<file path="config.mk">
export PLATFORM = sky130hd
export DESIGN_NAME = midi_msg_parser_flat
export DESIGN_NICKNAME = d
export VERILOG_FILES = /design/src/rtl/midi_msg_parser_pkg.sv /design/src/rtl/midi_msg_parser_if.sv /design/src/rtl/midi_msg_parser_status_len.sv /design/src/rtl/midi_msg_parser.sv /design/src/flat_wrapper.sv
export SDC_FILE = /design/constraint.sdc
export NUM_CORES = 1
export LEC_CHECK = 0
export ABC_CLOCK_PERIOD_IN_PS = 3700
export CORE_MARGIN = 5
export CORE_UTILIZATION = 56
export DETAILED_ROUTE_END_ITERATION = 7
export PLACE_DENSITY = 0.82
export SLEW_MARGIN = 20
export SYNTH_ARGS = -nofsm -noshare
export SYNTH_HDL_FRONTEND = slang
export SYNTH_HIERARCHICAL = 1
export SYNTH_SLANG_ARGS = --single-unit
</file>
<file path="constraint.sdc">
create_clock -name sys_clk -period 3.7 [get_ports sys_clk]
set_input_delay 0.555 -clock sys_clk [delete_from_list [all_inputs] [get_ports sys_clk]]
set_output_delay 0.555 -clock sys_clk [all_outputs]
set_load 0.02 [all_outputs]
</file>
<file path="src/rtl/midi_msg_parser_pkg.sv">
// Shared MIDI constants, status nibbles and parser state encoding.
// Imported by the status-length lookup and the message parser.
package midi_pkg;

    localparam logic [3:0] NOTE_OFF = 4'h8;
    localparam logic [3:0] NOTE_ON  = 4'h9;
    localparam logic [3:0] POLY_AT  = 4'hA;
    localparam logic [3:0] CC       = 4'hB;
    localparam logic [3:0] PROG     = 4'hC;
    localparam logic [3:0] CH_AT    = 4'hD;
    localparam logic [3:0] PITCH    = 4'hE;

    localparam logic [7:0] RT_MIN   = 8'hF8;

    typedef enum logic [1:0] {
        IDLE    = 2'd0,
        WAIT_D1 = 2'd1,
        WAIT_D2 = 2'd2,
        SKIP    = 2'd3
    } state_t;

endpackage

</file>
<file path="src/rtl/midi_msg_parser_if.sv">
// Byte stream in from the MIDI receiver, note events out to the allocator.
// PITCH_BEND_EN adds the pitch-bend value and its valid pulse.
interface midi_msg_parser_if #(
    parameter int BYTE_W = 8
);
    logic [BYTE_W-1:0] data_rx;
    logic              is_command;
    logic              new_byte_strobe;
    logic              note_on;
    logic              note_off;
    logic [3:0]        channel;
    logic [6:0]        note_num;
    logic [6:0]        velocity;
`ifdef PITCH_BEND_EN
    logic [13:0]       pitch_bend;
    logic              pitch_bend_valid;

    modport master (
        output data_rx, is_command, new_byte_strobe,
        input  note_on, note_off, channel, note_num, velocity,
        input  pitch_bend, pitch_bend_valid
    );

    modport slave (
        input  data_rx, is_command, new_byte_strobe,
        output note_on, note_off, channel, note_num, velocity,
        output pitch_bend, pitch_bend_valid
    );
`else
    modport master (
        output data_rx, is_command, new_byte_strobe,
        input  note_on, note_off, channel, note_num, velocity
    );

    modport slave (
        input  data_rx, is_command, new_byte_strobe,
        output note_on, note_off, channel, note_num, velocity
    );
`endif
endinterface

</file>
<file path="src/rtl/midi_msg_parser_status_len.sv">
// Status byte -> number of data bytes (0/1/2) and system-common skip flag.
// Purely combinational; real-time bytes report length 0, no skip.
module midi_status_len
    import midi_pkg::*;
(
    input  logic [7:0] status_i,
    output logic [1:0] len_o,
    output logic       skip_o
);

    // Decode the high nibble into message length / skip request
    always_comb begin
        len_o  = 2'd0;
        skip_o = 1'b0;
        unique case (1'b1)
            !status_i[7]: ;
            status_i[7:4] == 4'hF: skip_o = (status_i < RT_MIN);
            status_i[7:4] == PROG,
            status_i[7:4] == CH_AT: len_o = 2'd1;
            default: len_o = 2'd2;
        endcase
    end

endmodule

</file>
<file path="src/rtl/midi_msg_parser.sv">
// MIDI channel-voice parser with running status; emits note on/off pulses.
// Define PITCH_BEND_EN to also emit pitch-bend values.
module midi_msg_parser
    import midi_pkg::*;
#(
    parameter logic [3:0] RX_CHANNEL = 4'd0,
    parameter bit         OMNI       = 1'b1,
    parameter int         BYTE_W     = 8
) (
    input  logic               sys_clk,
    input  logic               sys_rst,
    midi_msg_parser_if.slave   bus
);

    state_t     state_q, state_d;
    logic [7:0] status_q, status_d;
    logic [1:0] len_q, len_d;
    logic [6:0] d1_q, d1_d;
    logic       strobe_q;

    logic       note_on_q, note_off_q;
    logic [3:0] channel_q;
    logic [6:0] note_num_q, velocity_q;

    logic [7:0] byte_in;
    logic [6:0] d2;
    logic       accept, is_rt, is_stat, is_data;
    logic [1:0] st_len;
    logic       st_skip;
    logic       done;
    logic       ch_ok;
    logic       on_d, off_d;

    assign byte_in = bus.data_rx[7:0];
    assign d2      = byte_in[6:0];
    assign accept  = bus.new_byte_strobe & ~strobe_q;
    assign is_rt   = bus.is_command & (byte_in >= RT_MIN);
    assign is_stat = accept & bus.is_command & ~is_rt;
    assign is_data = accept & ~bus.is_command;

    midi_status_len u_len (
        .status_i (byte_in),
        .len_o    (st_len),
        .skip_o   (st_skip)
    );

    // Message assembly: status handling, data byte latching, completion
    always_comb begin
        state_d  = state_q;
        status_d = status_q;
        len_d    = len_q;
        d1_d     = d1_q;
        done     = 1'b0;
        if (is_stat) begin
            if (st_skip) begin
                state_d  = SKIP;
                status_d = 8'h00;
                len_d    = 2'd0;
            end else begin
                state_d  = WAIT_D1;
                status_d = byte_in;
                len_d    = st_len;
            end
        end else if (is_data) begin
            unique case (state_q)
                WAIT_D1: begin
                    d1_d = d2;
                    if (len_q == 2'd1) begin
                        done = 1'b1;
                    end else begin
                        state_d = WAIT_D2;
                    end
                end
                WAIT_D2: begin
                    done    = 1'b1;
                    state_d = WAIT_D1;
                end
                default: ;
            endcase
        end
    end

    // Event decode on completion; only 2-byte types ever produce events
    always_comb begin
        ch_ok = OMNI || (status_q[3:0] == RX_CHANNEL);
        on_d  = done & ch_ok & (status_q[7:4] == NOTE_ON) & (d2 != 7'd0);
        off_d = done & ch_ok &
                ((status_q[7:4] == NOTE_OFF) |
                 ((status_q[7:4] == NOTE_ON) & (d2 == 7'd0)));
    end

    // Parser state, running status and strobe edge history
    always_ff @(posedge sys_clk or posedge sys_rst) begin
        if (sys_rst) begin
            state_q  <= IDLE;
            status_q <= 8'h00;
            len_q    <= 2'd0;
            d1_q     <= 7'd0;
            strobe_q <= 1'b0;
        end else begin
            state_q  <= state_d;
            status_q <= status_d;
            len_q    <= len_d;
            d1_q     <= d1_d;
            strobe_q <= bus.new_byte_strobe;
        end
    end

    // Registered note events; data fields hold until the next event
    always_ff @(posedge sys_clk or posedge sys_rst) begin
        if (sys_rst) begin
            note_on_q  <= 1'b0;
            note_off_q <= 1'b0;
            channel_q  <= 4'd0;
            note_num_q <= 7'd0;
            velocity_q <= 7'd0;
        end else begin
            note_on_q  <= on_d;
            note_off_q <= off_d;
            if (on_d | off_d) begin
                channel_q  <= status_q[3:0];
                note_num_q <= d1_q;
                velocity_q <= d2;
            end
        end
    end

    assign bus.note_on  = note_on_q;
    assign bus.note_off = note_off_q;
    assign bus.channel  = channel_q;
    assign bus.note_num = note_num_q;
    assign bus.velocity = velocity_q;

`ifdef PITCH_BEND_EN
    logic        pb_d;
    logic        pb_valid_q;
    logic [13:0] pb_q;

    assign pb_d = done & ch_ok & (status_q[7:4] == PITCH);

    // Pitch bend value {d2,d1}, centred at reset
    always_ff @(posedge sys_clk or posedge sys_rst) begin
        if (sys_rst) begin
            pb_valid_q <= 1'b0;
            pb_q       <= 14'h2000;
        end else begin
            pb_valid_q <= pb_d;
            if (pb_d) begin
                pb_q <= {d2, d1_q};
            end
        end
    end

    assign bus.pitch_bend       = pb_q;
    assign bus.pitch_bend_valid = pb_valid_q;
`endif

endmodule

</file>
<file path="src/flat_wrapper.sv">
// flat-port wrapper written by rule: the top's interface ports become plain ports
module midi_msg_parser_flat import midi_pkg::*;
#(
    parameter logic [3:0] RX_CHANNEL = 4'd0,
    parameter bit         OMNI       = 1'b1,
    parameter int         BYTE_W     = 8
)
  (sys_clk, sys_rst, bus_data_rx, bus_is_command, bus_new_byte_strobe, bus_note_on, bus_note_off, bus_channel, bus_note_num, bus_velocity);
  midi_msg_parser_if #(.BYTE_W(BYTE_W)) bus_i ();
  input  logic sys_clk;
  input  logic sys_rst;
  input wire logic [$bits(bus_i.data_rx)-1:0] bus_data_rx;
  input wire logic [$bits(bus_i.is_command)-1:0] bus_is_command;
  input wire logic [$bits(bus_i.new_byte_strobe)-1:0] bus_new_byte_strobe;
  output wire logic [$bits(bus_i.note_on)-1:0] bus_note_on;
  output wire logic [$bits(bus_i.note_off)-1:0] bus_note_off;
  output wire logic [$bits(bus_i.channel)-1:0] bus_channel;
  output wire logic [$bits(bus_i.note_num)-1:0] bus_note_num;
  output wire logic [$bits(bus_i.velocity)-1:0] bus_velocity;
  assign bus_i.data_rx = bus_data_rx;
  assign bus_i.is_command = bus_is_command;
  assign bus_i.new_byte_strobe = bus_new_byte_strobe;
  assign bus_note_on = bus_i.note_on;
  assign bus_note_off = bus_i.note_off;
  assign bus_channel = bus_i.channel;
  assign bus_note_num = bus_i.note_num;
  assign bus_velocity = bus_i.velocity;
  midi_msg_parser #(.RX_CHANNEL(RX_CHANNEL), .OMNI(OMNI), .BYTE_W(BYTE_W)) u_core (.sys_clk(sys_clk), .sys_rst(sys_rst), .bus(bus_i));
endmodule
</file>
### Word level (Yosys, flattened, before mapping)

Cells that the tools add are included.

| storage, ports and cells | value |
|---|---|
| flip-flop bits (word level) | 40 |
| output and inout bits | 20 |
| bits of input ports | 12 |
| word-level logic and storage cells | 58 |

| operators by class | value |
|---|---|
| bitwise logic cells | 15 |
| equality and inequality tests | 9 |
| reductions and logical operators | 9 |
| mux-type cells | 13 |
| order comparisons | 2 |

Operator list:

| cell | count |
|---|---|
| == test 4 bit, second input constant | 5 |
| two-way mux 2 bit | 5 |
| AND 1 bit | 9 |
| >= comparator 8 bit, second input constant | 1 |
| < comparator 8 bit, second input constant | 1 |
| two-way mux 8 bit | 1 |
| case mux 2 bit (2 select lines) | 2 |
| zero test 7 bit | 1 |
| nonzero test 7 bit | 1 |
| AND reduction 3 bit | 2 |
| == test 2 x 1 -> 1 bit, second input constant | 2 |
| two-way mux 1 bit | 4 |
| NOT 1 bit | 4 |
| OR reduction 2 bit | 2 |
| != test 3 x 2 -> 1 bit, second input constant | 1 |
| nonzero test 3 bit | 1 |
| == test 2 bit, second input constant | 1 |
| bitwise OR 1 bit | 2 |
| case mux 1 bit (2 select lines) | 1 |
| nonzero test 2 bit | 1 |
| zero test 1 bit | 1 |

### Depth between registers and ports, before layout

Gate-level depths: netlist (run 1).

| depth | value |
|---|---|
| word-level depth | 8 |
| depth in mapped cells | 6 |
| depth with buffers taken out | 5 |

### Modules after synthesis

The synthesis (run 1) kept the hierarchy.

By module, submodules not included:

| module | times used | sequential area each (sq um) | cells an instance | area an instance (sq um) |
|---|---|---|---|---|
| midi_msg_parser | 1 | 1001.0 | 114 | 1806.7 |
| midi_status_len | 1 | 0.0 | 6 | 35.0 |

### Worst setup path after synthesis (run 1)

No wires, ideal clock.

| timing path | value |
|---|---|
| kind | reg-to-reg |
| from | register u_core.state_q[0] |
| to | register u_core.channel_q[0], in the netlist u_core/bus.channel[0] |
| buffers on the path | 1 |
| arrival | 1.510 ns |
| setup slack | 2.065 ns |
| setup time | 0.125 ns |
| data required time | 3.575 ns |
| clock period less this slack | 1.635 ns |
| cell stages (with the launch flop) | 7 |
| cells stage by stage | dfrtp_1 inv_1 ha_1 nor4b_2 o211ai_2 buf_6 mux2_4 |

| between the ends | value |
|---|---|
| longest elaborated chain between the ends | 7 |
| elaborated cells on any way between the ends | 9 |
| those cells by class | eq/ne: 2; mux: 3; bitwise: 4 |

Ends and longest elaborated chain:

| item | line | RTL |
|---|---|---|
| start, declared | midi_msg_parser.sv:15 | `state_t state_q, state_d;` |
| start signal, assigned | midi_msg_parser.sv:101 | `state_q <= state_d;` |
| == test 2 bit or == test 2 x 1 -> 1 bit (tied branches) | midi_msg_parser.sv:65 | `unique case (state_q)` |
| case mux 1 bit (2 select lines) (*) | midi_msg_parser.sv:65 |  |
| two-way mux 1 bit (*) | midi_msg_parser.sv:64 | `end else if (is_data) begin` |
| two-way mux 1 bit (*) | midi_msg_parser.sv:54 | `if (is_stat) begin` |
| AND 1 bit (2 in series) | midi_msg_parser.sv:86 | `on_d = done & ch_ok & (status_q[7:4] == NOTE_ON) & (d2 != 7'd0);` |
| bitwise OR 1 bit (*) | midi_msg_parser.sv:120 | `if (on_d \| off_d) begin` |
| end signal, assigned | midi_msg_parser.sv:121 | `channel_q <= status_q[3:0];` |
| end, declared | midi_msg_parser.sv:22 | `logic [3:0] channel_q;` |

Every way passes the cells marked *; elsewhere a longest branch is shown, timed or not.
A chain may end at the register's enable or synchronous reset.

### Worst setup path in the final report (run 1)

| timing path | value |
|---|---|
| from | input bus_data_rx[6] |
| to | register u_core.state_q[1] |

| between the ends | value |
|---|---|
| elaborated cells on any way between the ends | 13 |
| those cells by class | order compare: 2; eq/ne: 2; mux: 3; bitwise: 3; reduce/logical: 3 |

RTL lines:

| item | line | RTL |
|---|---|---|
| start, declared | flat_wrapper.sv:12 | `input wire logic [$bits(bus_i.data_rx)-1:0] bus_data_rx;` |
| < comparator 8 bit or == test 4 bit (tied branches) | midi_msg_parser_status_len.sv:17 | `status_i[7:4] == 4'hF: skip_o = (status_i < RT_MIN);` |
| two-way mux 1 bit (*) | midi_msg_parser_status_len.sv:15 | `unique case (1'b1)` |
| net u_core.st_skip | midi_msg_parser.sv:29 | `logic st_skip;` |
| two-way mux 2 bit (*) | midi_msg_parser.sv:55 | `if (st_skip) begin` |
| two-way mux 2 bit (*) | midi_msg_parser.sv:54 |  |

The timed path passes the listed nets; every way through them passes the cells marked *.

==> qor.yml, run 1 <==
run_status:
  status: "completed"
clock_network:
  clkLatencyLatePin_ns: 0.35
  cts_repair_resize_count: 0
  cts_root_buf: "clkbuf_4"
  cts_setup_buffers: 0
  cts_hold_buf: 0
  h-tree-depth: 2
  cts_made_buffers: 5
  clockBufferDepth: 2
  clkTransAtPathRegs_ns: 0.11
  cts_tree: "done"
  clock-sinks: 40
worst_setup_path:
  crit_chain: "clkdlybuf4s50_1 > nand2_1 > nor3_2 > inv_1 > a311o_1 > o311ai_1"
  cpPeakStageDelay_ns: 0.64
  critical_path_class: "in -> reg"
  worst_path_max_delay_cell: "clkdlybuf4s50_1"
  crit_arrival_ns: 2.32
  regToRegStartpoint: "u_core/state_q[0]"
  crit_fanout: 11
  end_kind: "flip-flop"
  critPathRequiredTime_ns: 3.95
  setup.worst_path.start_class: "input port"
  crit_start: "bus_data_rx[6]"
min_path:
  min_from: "u_core/d1_q[5]"
  hold_class: "reg -> reg"
global_routing:
  grtUsageTotal_pct: 17.4
  antenna_found_initial: 0
  grt.overflow.total: 0
  grt_max_degree: 25
  grt_pass1_vias: 1170
  grt_pass1_wl_um: 5760
floorplanning:
  core_sq_mm: 0.00310
  initial_core_util_pct: 59.4
  row_count: 20
  io_pins: 32
  dieHeight_um: 67.4
  die-area_sq_mm: 0.00454
  dieWidth_um: 67.4
sta:
  fin_crit_sh_pct: 55.9
  hold_viol_final: 0
  setup-violations-final: 0
  final.setup.tns_ns: 0
  fmax_mhz: 484
  relSlewSlack_pct: 42.8
  fin_crit_ns: 2.07
  worstMarginPinSlew_ns: 0.857
  rsz0062_at_grt: "no"
  slew_viol_final: 0
  clock_skew_ns: 0.00824
yosys:
  ys_seq_area_share_pct: 54.3
  syn_area_per_cell_sq_um: 15.3
  synth_seq_cells: 40
  netlist_instances: 120
  netlist_area_sq_mm: 0.00184
  yosys_warnings: 6
  synth_cell_type_count: 30
  synth_nets: 134
layout:
  layout.cells.non_filler: 200
  area_growth_pct: 22.5
  nets: 169
  drive_gt1_share_pct: 34.0
  antenna_cells: 0
route:
  wl_met2_um: 1660
  drc_errors: 0
  m1WireLength_um: 1440
  via_per_inst: 5.24
  wire_per_inst_um: 16.7
  routed_wl_um: 3330
  drtIter0Drc: 43
  via_count: 1048
  met3_length_um: 182
  top_layer_used: "met4"
  dr.pass1.iters: 4
  ant_nets: 0
flow_run:
  drv_cap: 0
power_and_ir_drop:
  power_frac_comb_pct: 26.2
  power.share.clock_pct: 23.8
  p_int_w: 0.000857
  power_density_mw_per_mm2: 522
  p_leak_nw: 1.06
  pwr-share-seq_pct: 50.1
  switching_share_pct: 27.2
  switchingPower_w: 0.000320
  irDropWorstVdd_uv: 286
placed_design:
  gp_congestion: 0.721
  portBuffers: 31
  numPlacedInstances: 192
  dp_hpwl_um: 2400
==> routing by layer <==
metal	vias up	track usage, %
met5	-	0
met4	0	6.84
met3	6	6.66
met2	24	28.5
met1	528	20.5
li1	490	-
==> worst max-delay path, delay by kind of cell <==
family | cells | cell delay [ns]
buf+inv | 2 | 0.73
simple gates | 2 | 0.67
compound gates | 2 | 0.36
==> worst paths after layout <==
check / to / slack, ns / cells past startpoint
worst min register to register: u_core/bus.note_num[5] / 0.52 / 1
worst max-delay path: u_core/state_q[1] / 1.63 / 6
min in group asynchronous: u_core/bus.note_num[0] / 0.67 / 2
max in group asynchronous: u_core/state_q[0] / 2.28 / 3
worst max register to register: u_core/bus.velocity[3] / 1.86 / 6
worst min-delay path: u_core/bus.note_num[5] / 0.52 / 1
==> logic make-up after synthesis <==
group                    share of synthesized area (%)
flip-flops                                        54.3
multiplexers                                      25.5
AND/OR/NAND/NOR                                   10.5
buffers and inverters                             3.12
AO/OA/AOI/OAI                                     5.23
adder cells (fa/ha/maj)                           1.36
==> area by class of cell <==
| class | instances | area, sq um |
|---|---|---|
| Timing Repair Buffer | 33 | 325 |
| Fill cell | 233 | 847 |
| Inverter | 4 | 15.0 |
| Tap cell | 44 | 55.1 |
| Multi-Input combinational cell | 71 | 783 |
| Clock inverter | 2 | 35.0 |
| Clock buffer | 6 | 41.3 |
| Sequential cell | 40 | 1000 |
==> state kept, by name, summed over array words and instances (netlist names) <==
name and flops:
u_core/bus.channel 4, u_core/bus.note_num 7, u_core/bus.note_off 1, u_core/bus.note_on 1, u_core/bus.velocity 7, u_core/d1_q 7
u_core/len_q 2, u_core/state_q 2, u_core/status_q 8, u_core/strobe_q 1
==> power groups by stage <==
stage	clock (W)	sequential (W)	combinational [W]
3_3_place_gp	0	0.000596	0.000300
3_5_place_dp	0	0.000599	0.000310
5_1_grt	0.000312	0.000601	0.000335
2_1_floorplan	0	0.000621	0.000172
4_1_cts	0.000288	0.000590	0.000311
6_report	0.000280	0.000589	0.000308
==> stage by stage <==
step	hold WS, ns	power, W	worst slack, ns	utilization (%)	instance area (sq um)
after floorplan	0.472	0.000793	2.07	-	1840
after global placement	0.489	0.000896	1.37	70.2	2180
after detailed placement	0.492	0.000909	1.29	70.2	2180
after CTS	0.521	0.00119	1.63	72.7	2260
after global routing	0.539	0.00125	1.54	72.7	2260
final	0.517	0.00118	1.63	72.7	2260
==> synth_stat cells (all sizes together) <==
master / number / share of area [%]
o31a: 1 / 0.48
o211ai: 1 / 0.68
or4b: 1 / 0.54
and3b: 1 / 0.48
o41ai: 1 / 1.5
and3: 1 / 0.41
nor2b: 11 / 3.9
a311o: 1 / 0.54
mux2: 35 / 25
nand2: 2 / 0.41
or4: 1 / 0.61
nor3: 1 / 0.54
nor3b: 2 / 1.1
ha: 2 / 1.4
a31oi: 1 / 1.2
nand2b: 1 / 0.34
nor4b: 1 / 0.81
dfrtp: 40 / 54
and2: 1 / 0.34
o311ai: 1 / 0.48
nand3b: 1 / 0.41
nor2: 3 / 0.61
a21boi: 1 / 0.41
inv: 4 / 0.81
clkbuf: 1 / 0.20
buf: 4 / 2.1
==> placed cells by master (no fill, tap or decap), drive strengths merged, types with 2 or more instances in the layout <==
master	count
mux2	35
clkbuf	6
nor2b	11
ha	2
buf	2
dfrtp	40
nor2	3
inv	4
clkdlybuf4s50	31
nor3b	2
nand2	2
No activity file was read; power rests on OpenSTA's default activity.
==> inputs of run 2 (changes only) <==
--- a/config.mk
+++ b/config.mk
@@ -5,11 +5,11 @@
 export SDC_FILE = /design/constraint.sdc
 export NUM_CORES = 1
 export LEC_CHECK = 0
-export ABC_CLOCK_PERIOD_IN_PS = 3700
+export ABC_CLOCK_PERIOD_IN_PS = 1880
 export CORE_MARGIN = 5
-export CORE_UTILIZATION = 56
+export CORE_UTILIZATION = 47
 export DETAILED_ROUTE_END_ITERATION = 7
-export PLACE_DENSITY = 0.82
+export PLACE_DENSITY = 0.73
 export SLEW_MARGIN = 20
 export SYNTH_ARGS = -nofsm -noshare
 export SYNTH_HDL_FRONTEND = slang
==> constraint.sdc (replaced) <==
create_clock -name sys_clk -period 1.88 [get_ports sys_clk]
set_input_delay 0.282 -clock sys_clk [delete_from_list [all_inputs] [get_ports sys_clk]]
set_output_delay 0.282 -clock sys_clk [all_outputs]
set_load 0.02 [all_outputs]
==> run 2 against run 1 <==
  * Die area up 16%
  * Routed wire length up 9.4%
  * Cell count up 9.5%
  * Register-to-register slack worse by 1.8 ns
  * Clock power up 110%
  * Largest cell class unchanged
  * Highest routed layer unchanged
==> qor.yml, run 2 (same netlist as run 1, synthesis figures left out) <==
global_routing:
  grt_pass1_vias: 1257  # was 1,170
  antenna_found_initial: 0  # unchanged
  grt.overflow.total: 0  # unchanged
  grt_max_degree: 41  # was 25
  grtUsageTotal_pct: 15.0  # was 17.4%
  grt_pass1_wl_um: 6020  # was 5760 um
worst_setup_path:
  crit_chain: "inv_2 > ha_2 > and3b_2 > o211ai_4 > clkbuf_16 > mux2_4"  # was clkdlybuf4s50_1 > nand2_1 > nor3_2 > inv_1 > a311o_1 > o311ai_1
  crit_family: "flip-flops"  # was buffers and inverters
  critPathRequiredTime_ns: 2.06  # was 3.95 ns
  worst_path_max_delay_cell: "dfrtp_1"  # was clkdlybuf4s50_1
  critPathBufInv: 2  # unchanged
  end_kind: "flip-flop"  # unchanged
  cpPeakStageDelay_ns: 0.41  # was 0.64 ns
  critical_path_class: "reg -> reg"  # was in -> reg
  setup.worst_path.start_class: "flip-flop"  # was input port
  crit_fanout: 8  # was 11
  crit_arrival_ns: 1.97  # was 2.32 ns
route:
  via_count: 1121  # was 1,048
  ant_nets: 0  # unchanged
  drtIter0Drc: 70  # was 43
  drc_errors: 0  # unchanged
  dr.pass1.iters: 4  # unchanged
  wire_per_inst_um: 16.6  # was 16.7 um
  via_per_inst: 5.12  # was 5.24
  routed_wl_um: 3640  # was 3330 um
floorplanning:
  dieHeight_um: 72.6  # was 67.4 um
  die-area_sq_mm: 0.00527  # was 0.00454 sq mm
  io_pins: 32  # unchanged
  dieWidth_um: 72.6  # was 67.4 um
  initial_core_util_pct: 49.6  # was 59.4%
  row_count: 22  # was 20
  core_sq_mm: 0.00372  # was 0.00310 sq mm
power_and_ir_drop:
  irDropWorstVdd_uv: 523  # was 286 uV
  power_density_mw_per_mm2: 994  # was 522 mW/mm^2
  p_leak_nw: 1.15  # was 1.06 nW
layout:
  layout_common_cells: "dfrtp_1 (40), clkdlybuf4s50_1 (31), mux2_4 (20)"  # unchanged
  final_common_cell: "dfrtp_1"  # unchanged
  largest_register_ffs: 8  # unchanged
  fin_area_sq_mm: 0.00247  # was 0.00226 sq mm
  antenna_cells: 0  # unchanged
  drive_gt1_share_pct: 43.3  # was 34.0%
  nets: 184  # was 169
  top_register: "u_core/status_q"  # unchanged
  area_growth_pct: 33.9  # was 22.5%
  layout.cells.non_filler: 219  # was 200
  fillers: 294  # was 233
sta:
  clock_skew_ns: 0.00545  # was 0.00824 ns
  worst_slack_ns: 0.0837  # was 1.63 ns
  hold_viol_final: 0  # unchanged
  setup-violations-final: 0  # unchanged
  rsz0062_at_grt: "no"  # unchanged
  slew_viol_final: 0  # unchanged
  fmax_mhz: 557
  fin_crit_ns: 1.80
  worstMarginPinSlew_ns: 0.506  # was 0.857 ns
  relSlewSlack_pct: 66.2  # was 42.8%
  fin_crit_sh_pct: 95.5
  final.setup.tns_ns: 0  # unchanged
clock_network:
  h-tree-depth: 2  # unchanged
  clock-sinks: 40  # unchanged
  clockBufferDepth: 2  # unchanged
  clkLatencyLatePin_ns: 0.29  # was 0.35 ns
  cts_made_buffers: 5  # unchanged
  cts_tree: "done"  # unchanged
  clkTransAtPathRegs_ns: 0.08  # was 0.11 ns
  cts_root_buf: "clkbuf_8"  # was clkbuf_4
flow_run:
  drv_cap: 0  # unchanged
placed_design:
  numPlacedInstances: 208  # was 192
  portBuffers: 31  # unchanged
  dp_hpwl_um: 2540  # was 2400 um
  place_ws_ns: -0.0478  # was 1.29 ns
  dpl_cell_area_sq_mm: 0.00230  # was 0.00218 sq mm
  gp_congestion: 0.772  # was 0.721
run_status:
  status: "completed"  # unchanged
min_path:
  hold_class: "in -> async"  # was reg -> reg
run 2: cell count changes in the layout (fill, tap and decap cells not counted), sizes merged:
cell	previous run	this run
buf	2	16
clkinv	1	2
bufinv	1	0
clkbuf	6	7
run 2: through the flow:
step           hold slack (ns)  util (%)  total power (W)
2_1_floorplan            0.313         -          0.00156
3_3_place_gp             0.489      61.9          0.00178
3_5_place_dp             0.492      61.9          0.00182
5_1_grt                  0.484      66.4          0.00261
4_1_cts                  0.434      64.4          0.00241
6_report                 0.425      66.4          0.00245
run 2: cell type report:
class	instances	area [sq um]	area share [%]
Sequential cell	40	1000	40.6
Multi-Input combinational cell	71	817	33.1
Timing Repair Buffer	48	480	19.5
Clock buffer	6	82.6	3.35
Tap cell	48	60.1	2.44
Inverter	4	15.0	0.609
Clock inverter	2	10.0	0.406
run 2: layer usage:
metal	track usage, %	share of wire [%]	vias up
met2	25.2	49	25
met4	6.56	1.8	0
li1	-	-	524
met1	18.2	45	565
met5	0	0	-
met3	3.72	4.3	7
run 2: power by group:
part	switching, W	internal [W]	total [W]
clock network	0.000290	0.000293	0.000583
registers	0.000125	0.00105	0.00118
logic	0.000276	0.000413	0.000689
total	0.000691	0.00176	0.00245
run 2: final timing paths:
| kind | cells past startpoint | slack [ns] | end | startpoint |
|---|---|---|---|---|
| min in group sys_clk | 1 | 0.48 | u_core/strobe_q | bus_new_byte_strobe |
| hold reg to reg | 1 | 0.51 | u_core/bus.note_num[2] | u_core/d1_q[2] |
| hold / removal | 3 | 0.42 | u_core/bus.note_num[1] | sys_rst |
| max in group asynchronous | 3 | 1.10 | u_core/status_q[6] | sys_rst |
| setup / recovery | 6 | 0.08 | u_core/bus.velocity[5] | u_core/state_q[1] |
| setup reg to reg | 6 | 0.08 | u_core/bus.velocity[5] | u_core/state_q[1] |
run 2: what timing repair did:
action / CTS / global route
gates resized for setup: 0 / 7
endpoints found under the setup margin: 0 / 3
setup buffers: 0 / 2
hold buffers: 0 / 0
run 2: worst reg2reg max path: stages (launching register included):
cell       delay [ns]
dfrtp_1          0.41
inv_2            0.06
ha_2             0.17
and3b_2          0.24
o211ai_4         0.29
clkbuf_16        0.23
mux2_4           0.30
==> inputs of run 3 (changes only) <==
--- a/config.mk
+++ b/config.mk
@@ -8,6 +8,7 @@
 export ABC_CLOCK_PERIOD_IN_PS = 1880
 export CORE_MARGIN = 5
 export CORE_UTILIZATION = 47
+export CTS_CLUSTER_SIZE = 20
 export DETAILED_ROUTE_END_ITERATION = 7
 export PLACE_DENSITY = 0.73
 export SLEW_MARGIN = 20
==> results of run 3 <==
Same layout as run 2: the final DEF is identical, and so are final timing and power.
